--- config.mk ---
export PLATFORM = sky130hd
export DESIGN_NAME = seg7_byte_sequencer
export DESIGN_NICKNAME = d
export VERILOG_FILES = /design/src/rtl/seg7_pkg.sv /design/src/rtl/seg7_hex_decoder.sv /design/src/rtl/seg7_byte_sequencer.sv
export SDC_FILE = /design/constraint.sdc
export NUM_CORES = 1
export LEC_CHECK = 0
export BUFFER_PORTS_ARGS = -buffer_cell sky130_fd_sc_hd__buf_2
export CAP_MARGIN = 20
export CORE_MARGIN = 4
export CORE_UTILIZATION = 46
export DETAILED_ROUTE_END_ITERATION = 6
export PLACE_DENSITY = 0.7
export SLEW_MARGIN = 20
export SYNTH_ARGS = -nofsm -noshare
export SYNTH_HDL_FRONTEND = slang
export SYNTH_SLANG_ARGS = --single-unit
--- constraint.sdc ---
create_clock -name clk -period 2.2 [get_ports clk]
set_input_delay 0.33 -clock clk [delete_from_list [all_inputs] [get_ports clk]]
set_output_delay 0.33 -clock clk [all_outputs]
set_load 0.05 [all_outputs]
--- src/rtl/seg7_pkg.sv ---
// Shared types for the seven-segment byte sequencer: FSM state encoding and hex glyph table.
// Glyph bit order is {g,f,e,d,c,b,a}, active high.
package seg7_pkg;

  typedef enum logic [2:0] {
    ST_IDLE,
    ST_HIGH,
    ST_GAP1,
    ST_LOW,
    ST_GAP2
  } state_t;

  localparam logic [6:0] GLYPH_TABLE [16] = '{
    7'h3F, 7'h06, 7'h5B, 7'h4F, 7'h66, 7'h6D, 7'h7D, 7'h07,
    7'h7F, 7'h6F, 7'h77, 7'h7C, 7'h39, 7'h5E, 7'h79, 7'h71
  };

endpackage

--- src/rtl/seg7_hex_decoder.sv ---
// Combinational nibble-to-glyph lookup for a seven-segment digit.
module seg7_hex_decoder
  import seg7_pkg::*;
(
  input  logic [3:0] nibble_i,
  output logic [6:0] glyph_o
);

  assign glyph_o = GLYPH_TABLE[nibble_i];

endmodule

--- src/rtl/seg7_byte_sequencer.sv ---
// Shows one byte on a single seven-segment digit as high nibble (with dp), gap, low nibble, gap.
// Optional macro SEG7SEQ_REPEAT_EN: replay the latched byte forever and accept new bytes during GAP2.
//
// state   | meaning
// IDLE    | waiting for a byte, display blank
// HIGH    | high nibble glyph shown, dp lit
// GAP1    | blank between nibbles
// LOW     | low nibble glyph shown
// GAP2    | blank after the byte (replay point in repeat builds)
module seg7_byte_sequencer
  import seg7_pkg::*;
#(
  parameter int PHASE_CYCLES = 5000000,
  parameter int GAP_CYCLES   = 1000000
) (
  input  logic       clk,
  input  logic       rst_n,
  input  logic [7:0] byte_in,
  input  logic       byte_valid,
  output logic       byte_ready,
  output logic [6:0] seg_out,
  output logic       dp_out,
  output logic       busy
);

  localparam int MAX_CYCLES = (PHASE_CYCLES > GAP_CYCLES) ? PHASE_CYCLES : GAP_CYCLES;
  localparam int CNT_W      = (MAX_CYCLES > 1) ? $clog2(MAX_CYCLES) : 1;
  localparam logic [CNT_W-1:0] PHASE_LAST = CNT_W'(PHASE_CYCLES - 1);
  localparam logic [CNT_W-1:0] GAP_LAST   = CNT_W'(GAP_CYCLES - 1);

  state_t           state_q;
  logic [CNT_W-1:0] cnt_q;
  logic [7:0]       byte_q;
  logic             xfer;
  logic [3:0]       nibble;
  logic [6:0]       glyph;

`ifdef SEG7SEQ_REPEAT_EN
  assign byte_ready = (state_q == ST_IDLE) || (state_q == ST_GAP2);
`else
  assign byte_ready = (state_q == ST_IDLE);
`endif

  assign xfer = byte_valid && byte_ready;

  always_ff @(posedge clk or negedge rst_n) begin
    if (!rst_n) begin
      state_q <= ST_IDLE;
      cnt_q   <= '0;
      byte_q  <= 8'h00;
    end else if (xfer) begin
      // a transfer in GAP2 (repeat builds) wins over the terminal count
      byte_q  <= byte_in;
      state_q <= ST_HIGH;
      cnt_q   <= '0;
    end else begin
      case (state_q)
        ST_IDLE: cnt_q <= '0;
        ST_HIGH:
          if (cnt_q == PHASE_LAST) begin
            state_q <= ST_GAP1;
            cnt_q   <= '0;
          end else begin
            cnt_q <= cnt_q + CNT_W'(1);
          end
        ST_GAP1:
          if (cnt_q == GAP_LAST) begin
            state_q <= ST_LOW;
            cnt_q   <= '0;
          end else begin
            cnt_q <= cnt_q + CNT_W'(1);
          end
        ST_LOW:
          if (cnt_q == PHASE_LAST) begin
            state_q <= ST_GAP2;
            cnt_q   <= '0;
          end else begin
            cnt_q <= cnt_q + CNT_W'(1);
          end
        ST_GAP2:
          if (cnt_q == GAP_LAST) begin
`ifdef SEG7SEQ_REPEAT_EN
            state_q <= ST_HIGH;
`else
            state_q <= ST_IDLE;
`endif
            cnt_q <= '0;
          end else begin
            cnt_q <= cnt_q + CNT_W'(1);
          end
        default: begin
          state_q <= ST_IDLE;
          cnt_q   <= '0;
        end
      endcase
    end
  end

  assign nibble = (state_q == ST_HIGH) ? byte_q[7:4] : byte_q[3:0];

  seg7_hex_decoder u_hex_decoder (
    .nibble_i (nibble),
    .glyph_o  (glyph)
  );

  assign seg_out = ((state_q == ST_HIGH) || (state_q == ST_LOW)) ? glyph : 7'h00;
  assign dp_out  = (state_q == ST_HIGH);
  assign busy    = (state_q != ST_IDLE);

endmodule

**Word level (Yosys, flattened, before mapping)**

Memory sizes are Yosys's and may differ from the RTL's.
Cells that the tools add are included.

- Register bits: 34
- Memory bits (read-only): 112
- Memories: 1

Memory list:

| memory | depth | bits a word | read ports | clocked after memory_dff | wr ports | RTL line | text |
|---|---|---|---|---|---|---|---|
| (no name shown) | 16 | 7 | 1 | 0 | 0 | seg7_hex_decoder.sv:9 | `assign glyph_o = GLYPH_TABLE[nibble_i];` |

- Add/subtract/negate cells: 1
- Magnitude comparators: 1
- Equal/unequal tests: 11
- Multiplexer cells: 14
- Bitwise gates (word level): 1
- Reductions and logical operators: 7

Operators with widths:

| cell | count |
|---|---|
| $mux 23 | 3 |
| $pmux 23 s2 | 1 |
| $add 23x1->23 const B | 1 |
| $eq 23x20->1 const B | 1 |
| $eq 23x23->1 const B | 1 |
| $mux 7 | 3 |
| $mux 3 | 5 |
| $pmux 3 s5 | 1 |
| $ne 3x3->1 const B | 3 |
| $eq 3x2->1 const B | 2 |
| $ge 5x5->1 const B | 1 |
| $not 4->5 | 1 |
| $reduce_and 5->1 | 1 |
| $mux 4 | 1 |
| $reduce_or 2->1 | 2 |
| $eq 3x1->1 const B | 1 |
| $eq 3x3->1 const B | 1 |
| $logic_not 3->1 | 1 |
| $ne 3x1->1 const B | 1 |
| $reduce_bool 3->1 | 1 |
| $ne 2x1->1 const B | 1 |
| $logic_and 1x1->1 | 1 |
| $logic_or 1x1->1 | 1 |

**Logic depth before layout (Yosys ltp)**

Gate-level depths: netlist of the first run.

- Depth after elaboration: 7
- Gate-level depth with buffers: 9
- Depth with buffers taken out: 7

**Modules after synthesis**

A second synthesis of the first run with hierarchy kept.

- Cell total of the unflattened synthesis: 216
- Area total of the unflattened synthesis: 2135.8 um^2

By module, submodules not included:

| module | times used | cells each | area each (um^2) | seq. area each (um^2) |
|---|---|---|---|---|
| seg7_byte_sequencer | 1 | 183 | 1848.0 | 850.8 |
| seg7_hex_decoder | 1 | 33 | 287.8 | 0.0 |

**Least setup slack after synthesis of the first run**

OpenSTA, ideal clock, no wires.

- Path kind: register -> output
- Start point: register state_q[2]
- End point: output seg_out[6]
- Arrival time: 3.250 ns
- Slack: -1.380 ns
- Stages on the path, launching flop included: 9
- Buffers on the path: 2
- Path through: dfrtp_1 -> buf_2 -> nor3b_1 -> buf_4 -> mux2i_1 -> inv_1 -> ha_1 -> mux2_2 -> a221oi_1

- Cells in the longest elaborated chain, start to end: 7
- Elaborated cells on any way between the ends: 9

RTL lines:

| what | RTL line | text |
|---|---|---|
| start: declaration | seg7_byte_sequencer.sv:31 | `state_t state_q;` |
| start signal: assignment | seg7_byte_sequencer.sv:48 | `state_q <= ST_IDLE;` |
| start signal: assignment | seg7_byte_sequencer.sv:54 | `state_q <= ST_HIGH;` |
| start signal: assignment | seg7_byte_sequencer.sv:61 | `state_q <= ST_GAP1;` |
| $eq 3x1->1 (*) | - |  |
| via dp_out | seg7_byte_sequencer.sv:22 | `output logic dp_out,` |
| $mux 4 | seg7_byte_sequencer.sv:99 | `assign nibble = (state_q == ST_HIGH) ? byte_q[7:4] : byte_q[3:0];` |
| $not 4->5 (not written as such) | seg7_hex_decoder.sv:9 |  |
| $mem_v2 16x7 | - |  |
| $mux 7 (not written as such) (2 in series) | seg7_hex_decoder.sv:9 |  |
| $mux 7 (*) | seg7_byte_sequencer.sv:106 | `assign seg_out = ((state_q == ST_HIGH) \|\| (state_q == ST_LOW)) ? glyph : 7'h00;` |
| end: declaration | seg7_byte_sequencer.sv:21 | `output logic [6:0] seg_out,` |

The timed path passes the listed nets; every way through them passes the cells marked *. The select of a mux whose other input is x is not followed.

**Worst setup path in the final report of the first run**

- Start point: register state_q[2]
- End point: output seg_out[6]

- Cells in the longest elaborated chain, start to end: 7
- Elaborated cells on any way between the ends: 9

RTL lines:

| what | RTL line |
|---|---|
| $eq 3x1->1 | seg7_byte_sequencer.sv:99, seg7_byte_sequencer.sv:106 |
| $mux 4 | seg7_byte_sequencer.sv:99 |
| $not 4->5 (not written as such) | seg7_hex_decoder.sv:9 |
| $mem_v2 16x7 | - |
| $mux 7 (not written as such) (2 in series) | seg7_hex_decoder.sv:9 |
| $mux 7 (*) | seg7_byte_sequencer.sv:106 |

Every way passes the cells marked *; elsewhere a longest branch is shown, timed or not. The select of a mux whose other input is x is not followed.

==> flow_metrics.py, run 1 <==
metrics = {
    "run_status": {
        "status": "finished, violations left",
        "violations": "negative setup slack",
    },
    "layout": {
        "nFillCells": 343,
        "antenna_cells": 0,
        "drive_gt1_share_pct": 39.5,
        "area_growth_pct": 34.4,
        "fin_area_um2": 2810,
        "multiInputGateArea_um2": 1380,
        "seq_area_um2": 851,
        "final_cells": 310,
        "final_common_cell": "dfrtp_1",
        "fin_nets": 275,
        "layout_common_cells": "dfrtp_1 (34), buf_4 (24), a21oi_1 (15), buf_2 (13), xnor2_1 (11)",
    },
    "worst_setup_path": {
        "reg2reg_to": "cnt_q[16]",
        "critPathLaunch": "state_q[2]",
        "endpoint": "seg_out[6]",
        "cp_max_fo": 4,
        "worstSetupPathType": "reg -> out",
        "r2r-start": "cnt_q[0]",
        "ff2ff_path_depth": 5,
        "cp-end-kind": "primary output",
        "reg2reg_slack_ns": 0.11,
        "start_kind": "flop",
        "required_ns": 1.87,
        "cp.arrival_ns": 2.28,
    },
    "timing": {
        "clock-skew-final_ns": 0.00692,
        "setup_viol": 7,
        "period_share_pct": 119,
        "slew_violations": 0,
        "slew_headroom_pct": 48.9,
        "tightest_slew_ns": 0.767,
        "rsz0062_at_grt": "true",
        "hold_ws_ns": 0.115,
        "finalHoldViolCount": 0,
        "fin_crit_ns": 2.61,
        "max_freq_mhz": 382,
        "setup_slack_ns": -0.415,
    },
    "synthesis": {
        "ys_ff_latch": 34,
        "synth_top_family_by_area": "simple AND/OR/NAND/NOR gates",
        "synthesis.area_um2": 2090,
        "async_flop_share_pct": 100,
        "synth_warnings": 0,
        "synth_xor_area_share_pct": 5.45,
        "synthDominantCellAreaShare_pct": 40.7,
        "synthTopCellsByArea": "dfrtp_1 (41%), mux2_2 (5.4%), xnor2_1 (4.6%)",
        "synth_mux_area_share_pct": 9.41,
        "synth_compound_area_share_pct": 15.8,
        "syn_avg_cell_area_um2": 9.85,
        "yosys.area_share.simple_pct": 20.0,
        "ys.flop_type": "dfrtp_1",
        "synth_cell_types": 53,
        "yosysSeqAreaShare_pct": 40.7,
        "yosysTopAreaCell": "dfrtp_1",
        "synth_cells": 212,
        "syn_nets": 230,
        "synth_adder_area_share_pct": 4.19,
        "synth-edff-count": 0,
    },
    "clock_network": {
        "clk_pin_slew_ns": 0.07,
        "clockBufferDepth": 2,
        "cts_buffers": 5,
        "cts_root_buf": "clkbuf_8",
        "cts_hold_buf": 0,
        "cts_tree": "yes",
        "clkSinkCount": 34,
        "htree_levels": 2,
        "insertion_delay_ns": 0.29,
    },
    "run": {
        "max_cap_viol_count": 0,
    },
    "routing": {
        "wire_per_inst_um": 16.1,
        "dr.pass1.iters": 4,
        "num_vias": 1777,
        "ant_nets": 0,
        "via_per_inst": 5.73,
        "drtIter0Drc": 95,
        "wirelength_um": 4990,
        "drc": 0,
    },
    "grt": {
        "grt_antenna_before_repair": 0,
        "track_usage_pct": 18.2,
        "gr-total-overflow": 0,
        "grt_max_degree": 35,
        "grt_pass1_wl_um": 7790,
        "grt_pass1_vias": 1689,
    },
    "floorplanning": {
        "die_x_um": 75.4,
        "initial_utilization_pct": 47.6,
        "io_pins": 21,
        "fp.dieH_um": 75.4,
        "die_area_um2": 5680,
        "rows": 24,
        "core-area_um2": 4380,
    },
    "placed_design": {
        "io_buffers": 20,
        "post_dp_cell_area_um2": 2540,
        "gp_congestion": 0.882,
        "place_inst": 297,
        "dp_hpwl_um": 3440,
    },
    "hold_path": {
        "hold_path_class": "in -> async",
    },
    "pwr": {
        "ir_drop_v": 0.000414,
        "p_leak_nw": 1.20,
        "power_density_nw_per_um2": 432,
    },
}
## worst min-delay path by stage
stage	endpoint	slack, ns	depth (start not counted)
2_1_floorplan	byte_q[0]	0.03	0
3_3_place_gp	cnt_q[18]	0.43	1
3_5_place_dp	cnt_q[19]	0.45	1
4_1_cts	state_q[2]	0.13	1
5_1_grt	cnt_q[8]	0.16	1
6_report	cnt_q[19]	0.11	1
## worst max-delay path, cell delays in order (launching register included)
cell and delay [ns]:
dfrtp_1 0.40, nor3b_2 0.20, buf_6 0.17, mux2i_4 0.25, inv_2 0.09, ha_4 0.18, mux2_4 0.28, a221oi_4 0.23
buf_6 0.19
## logic make-up after synthesis
group	after synthesis
buffers and inverters	20
AOI/OAI and AO/OA	51
muxes	18
adders and majority gates	7
xor gates and xnor gates	13
DFF	34
and+or+nand+nor	69
## metal layers
layer	vias up	share of wire [%]	GRT usage (%)	wire length, µm
met1	848	45	23.6	2230
met5	-	0	0	0
li1	879	-	-	-
met4	0	1.1	6.80	53
met2	44	50	29.7	2470
met3	6	4.8	4.22	241
## flip-flops by register name (all words and copies together) (netlist names)
register / cells
state_q: 3
cnt_q: 23
byte_q: 8
## through the flow
| step | setup TNS, ns | utilization, % | setup slack (ns) | total power, mW |
|---|---|---|---|---|
| global route | -3.08 | 64.0 | -0.502 | 1.25 |
| global placement | -0.520 | 57.8 | -0.133 | 0.658 |
| finish | -2.39 | 64.0 | -0.415 | 1.21 |
| floorplan | -5.78 | - | -0.441 | 0.637 |
| CTS | -2.39 | 62.0 | -0.407 | 1.23 |
| detailed placement | -0.805 | 57.8 | -0.205 | 0.659 |
## cell usage after synthesis (3+ instances only)
cell type / n
o21ai_0: 10
inv_1: 11
mux2i_1: 7
nand2_1: 6
o31ai_1: 3
ha_1: 7
buf_2: 5
mux2_2: 10
nand4_1: 5
dfrtp_1: 34
nor2b_1: 5
nand3_1: 7
or3_1: 7
a21oi_1: 18
nor2_1: 8
a22oi_1: 7
nor3_1: 8
xnor2_1: 11
## repair_timing
action	in CTS	in global routing
endpoints found under the setup margin	7	7
resized for setup	19	11
pin swaps	3	1
setup buffers	2	3
## power breakdown
group / switching (mW) / total, mW / internal [mW]
logic: 0.0150 / 0.0215 / 0.00644
registers: 0 / 0.625 / 0.625
clock network: 0.228 / 0.566 / 0.338
total: 0.243 / 1.21 / 0.969
## layout make-up
class                           count  share of cell area (%)
Clock buffer                        6                    2.59
Tap cell                           52                    2.32
Clock inverter                      2                    1.34
Inverter                           11                    1.47
Timing Repair Buffer               47                    12.9
Multi-Input combinational cell    158                    49.1
Sequential cell                    34                    30.3
No activity file was read; power rests on OpenSTA's default activity.
==> inputs of run 2 (changes only) <==
Settings changed: PLACE_DENSITY 0.7 to 0.77.
==> run 2 against run 1 <==
- the run still ends with negative setup slack left
- cell count rose by 0.32%
- setup slack lost 0.011 ns
- maximum frequency shrank 0.43%
- count of clock-buffer cells in the layout is 1 lower
- die area stayed put
- critical path type unchanged
- critical endpoint unchanged
- highest routed layer unchanged
==> flow_metrics.py, run 2 (synthesized netlist as in run 1, its figures left out) <==
metrics = {
    "run_status": {
        "status": "finished, violations left",
        "violations": "negative setup slack",
    },
    "layout": {
        "final_common_cell": "dfrtp_1",
        "multiInputGateArea_um2": 1360,
        "seq_area_um2": 851,
        "antenna_cells": 0,
        "area_growth_pct": 34.8,
        "fin_nets": 276,
        "nFillCells": 348,
        "layout_common_cells": "dfrtp_1 (34), buf_4 (28), a21oi_1 (15), buf_2 (13), xnor2_1 (11)",
        "largest_reg_flops": 23,
        "drive_gt1_share_pct": 41.3,
        "top_register": "cnt_q",
        "top_regs": "cnt_q: 23 flops, byte_q: 8 flops, state_q: 3 flops",
        "fin_area_um2": 2810,
    },
    "hold_path": {
        "hold_path_class": "in -> async",
    },
    "routing": {
        "num_vias": 1791,
        "via_per_inst": 5.76,
        "ant_nets": 0,
        "dr.pass1.iters": 4,
        "wirelength_um": 4720,
        "drc": 0,
        "wire_per_inst_um": 15.2,
        "drtIter0Drc": 29,
    },
    "pwr": {
        "power_density_nw_per_um2": 474,
        "p_leak_nw": 1.21,
        "p_total_mw": 1.33,
        "ir_drop_v": 0.000422,
    },
    "floorplanning": {
        "io_pins": 21,
        "die_x_um": 75.4,
        "initial_utilization_pct": 47.6,
        "fp.dieH_um": 75.4,
        "die_area_um2": 5680,
        "rows": 24,
        "core-area_um2": 4380,
    },
    "grt": {
        "grt_pass1_wl_um": 7890,
        "gr-total-overflow": 0,
        "grt_max_degree": 35,
        "track_usage_pct": 18.1,
        "grt_antenna_before_repair": 0,
        "grt_pass1_vias": 1733,
    },
    "worst_setup_path": {
        "cp.arrival_ns": 2.30,
        "required_ns": 1.87,
        "worstSetupPathType": "reg -> out",
        "cp-end-kind": "primary output",
        "r2r-start": "cnt_q[0]",
        "cp_max_fo": 3,
        "reg2reg_to": "cnt_q[1]",
        "reg2reg_slack_ns": 0.20,
        "start_kind": "flop",
        "ff2ff_path_depth": 6,
        "critPathLaunch": "state_q[1]",
    },
    "clock_network": {
        "cts_root_buf": "clkbuf_8",
        "cts_tree": "yes",
        "clockBufferDepth": 2,
        "cts_buffers": 5,
        "htree_levels": 2,
        "insertion_delay_ns": 0.28,
        "clk_pin_slew_ns": 0.07,
        "clkSinkCount": 34,
    },
    "timing": {
        "hold_ws_ns": 0.100,
        "tightest_slew_ns": 0.753,
        "finalHoldViolCount": 0,
        "setup_viol": 7,
        "rsz0062_at_grt": "true",
        "slew_headroom_pct": 49.8,
        "slew_violations": 0,
        "fin_crit_ns": 2.63,
        "setup_slack_ns": -0.426,
        "max_freq_mhz": 381,
        "clock-skew-final_ns": 0.00312,
        "period_share_pct": 119,
    },
    "placed_design": {
        "dp_hpwl_um": 3380,
        "gp_congestion": 0.824,
        "post_dp_cell_area_um2": 2550,
        "io_buffers": 20,
    },
    "run": {
        "max_cap_viol_count": 0,
    },
}
run 2: cell types whose count changed in the layout (fill, tap and decap cells not counted), sizes merged:
cell / change
clkinvlp: -1
clkinv: +1
bufinv: +1
clkbuf: -1
buf: +1
run 2: metrics by stage:
step           setup TNS [ns]  util, %  instances  setup slack (ns)
2_1_floorplan           -5.78        -        212            -0.441
3_3_place_gp           -0.607     58.2        299            -0.159
3_5_place_dp            -1.03     58.2        299            -0.229
4_1_cts                 -2.50     63.7        310            -0.425
5_1_grt                 -3.41     64.2        311            -0.545
6_report                -2.54     64.2        311            -0.426
run 2: area by class of cell:
cell class | instances | share of cell area, %
Multi-Input combinational cell | 158 | 48.4
Tap cell | 52 | 2.31
Clock buffer | 5 | 2.45
Sequential cell | 34 | 30.2
Inverter | 11 | 1.47
Timing Repair Buffer | 48 | 12.7
Clock inverter | 3 | 2.45
run 2: layer usage:
layer	vias to the layer above	wire length [µm]	share of wire, %	track usage [%]
met3	5	133	2.8	3.96
met4	0	48	1.0	5.24
met1	893	1950	41	22.8
met5	-	0	0	0
li1	870	-	-	-
met2	23	2580	55	31.3
run 2: critical path, stage by stage, from the launching register on:
cell	delay, ns
dfrtp_1	0.39
nor3b_2	0.24
buf_4	0.19
mux2i_4	0.24
inv_2	0.09
ha_4	0.17
mux2_4	0.28
a221oi_4	0.23
buf_6	0.19
run 2: what timing repair did:
| item | CTS | global route |
|---|---|---|
| pin swaps | 6 | 0 |
| resized for setup | 23 | 4 |
| setup buffers | 3 | 1 |
| endpoints found under the setup margin | 7 | 8 |
| hold buffers | 0 | 0 |
run 2: worst max-delay path by stage:
stage	to	slack [ns]	depth (start not counted)
2_1_floorplan	seg_out[6]	-0.44	8
3_3_place_gp	seg_out[6]	-0.16	8
3_5_place_dp	seg_out[6]	-0.23	8
4_1_cts	seg_out[6]	-0.43	8
5_1_grt	seg_out[6]	-0.55	8
6_report	seg_out[6]	-0.43	8
run 2: power by group:
part           switching (mW)  internal [mW]  total, mW  leakage (nW)
Sequential                  0          0.625      0.625         0.456
Clock                   0.234          0.454      0.688        0.0683
Combinational          0.0137        0.00637     0.0201         0.684
Total                   0.248           1.08       1.33          1.21
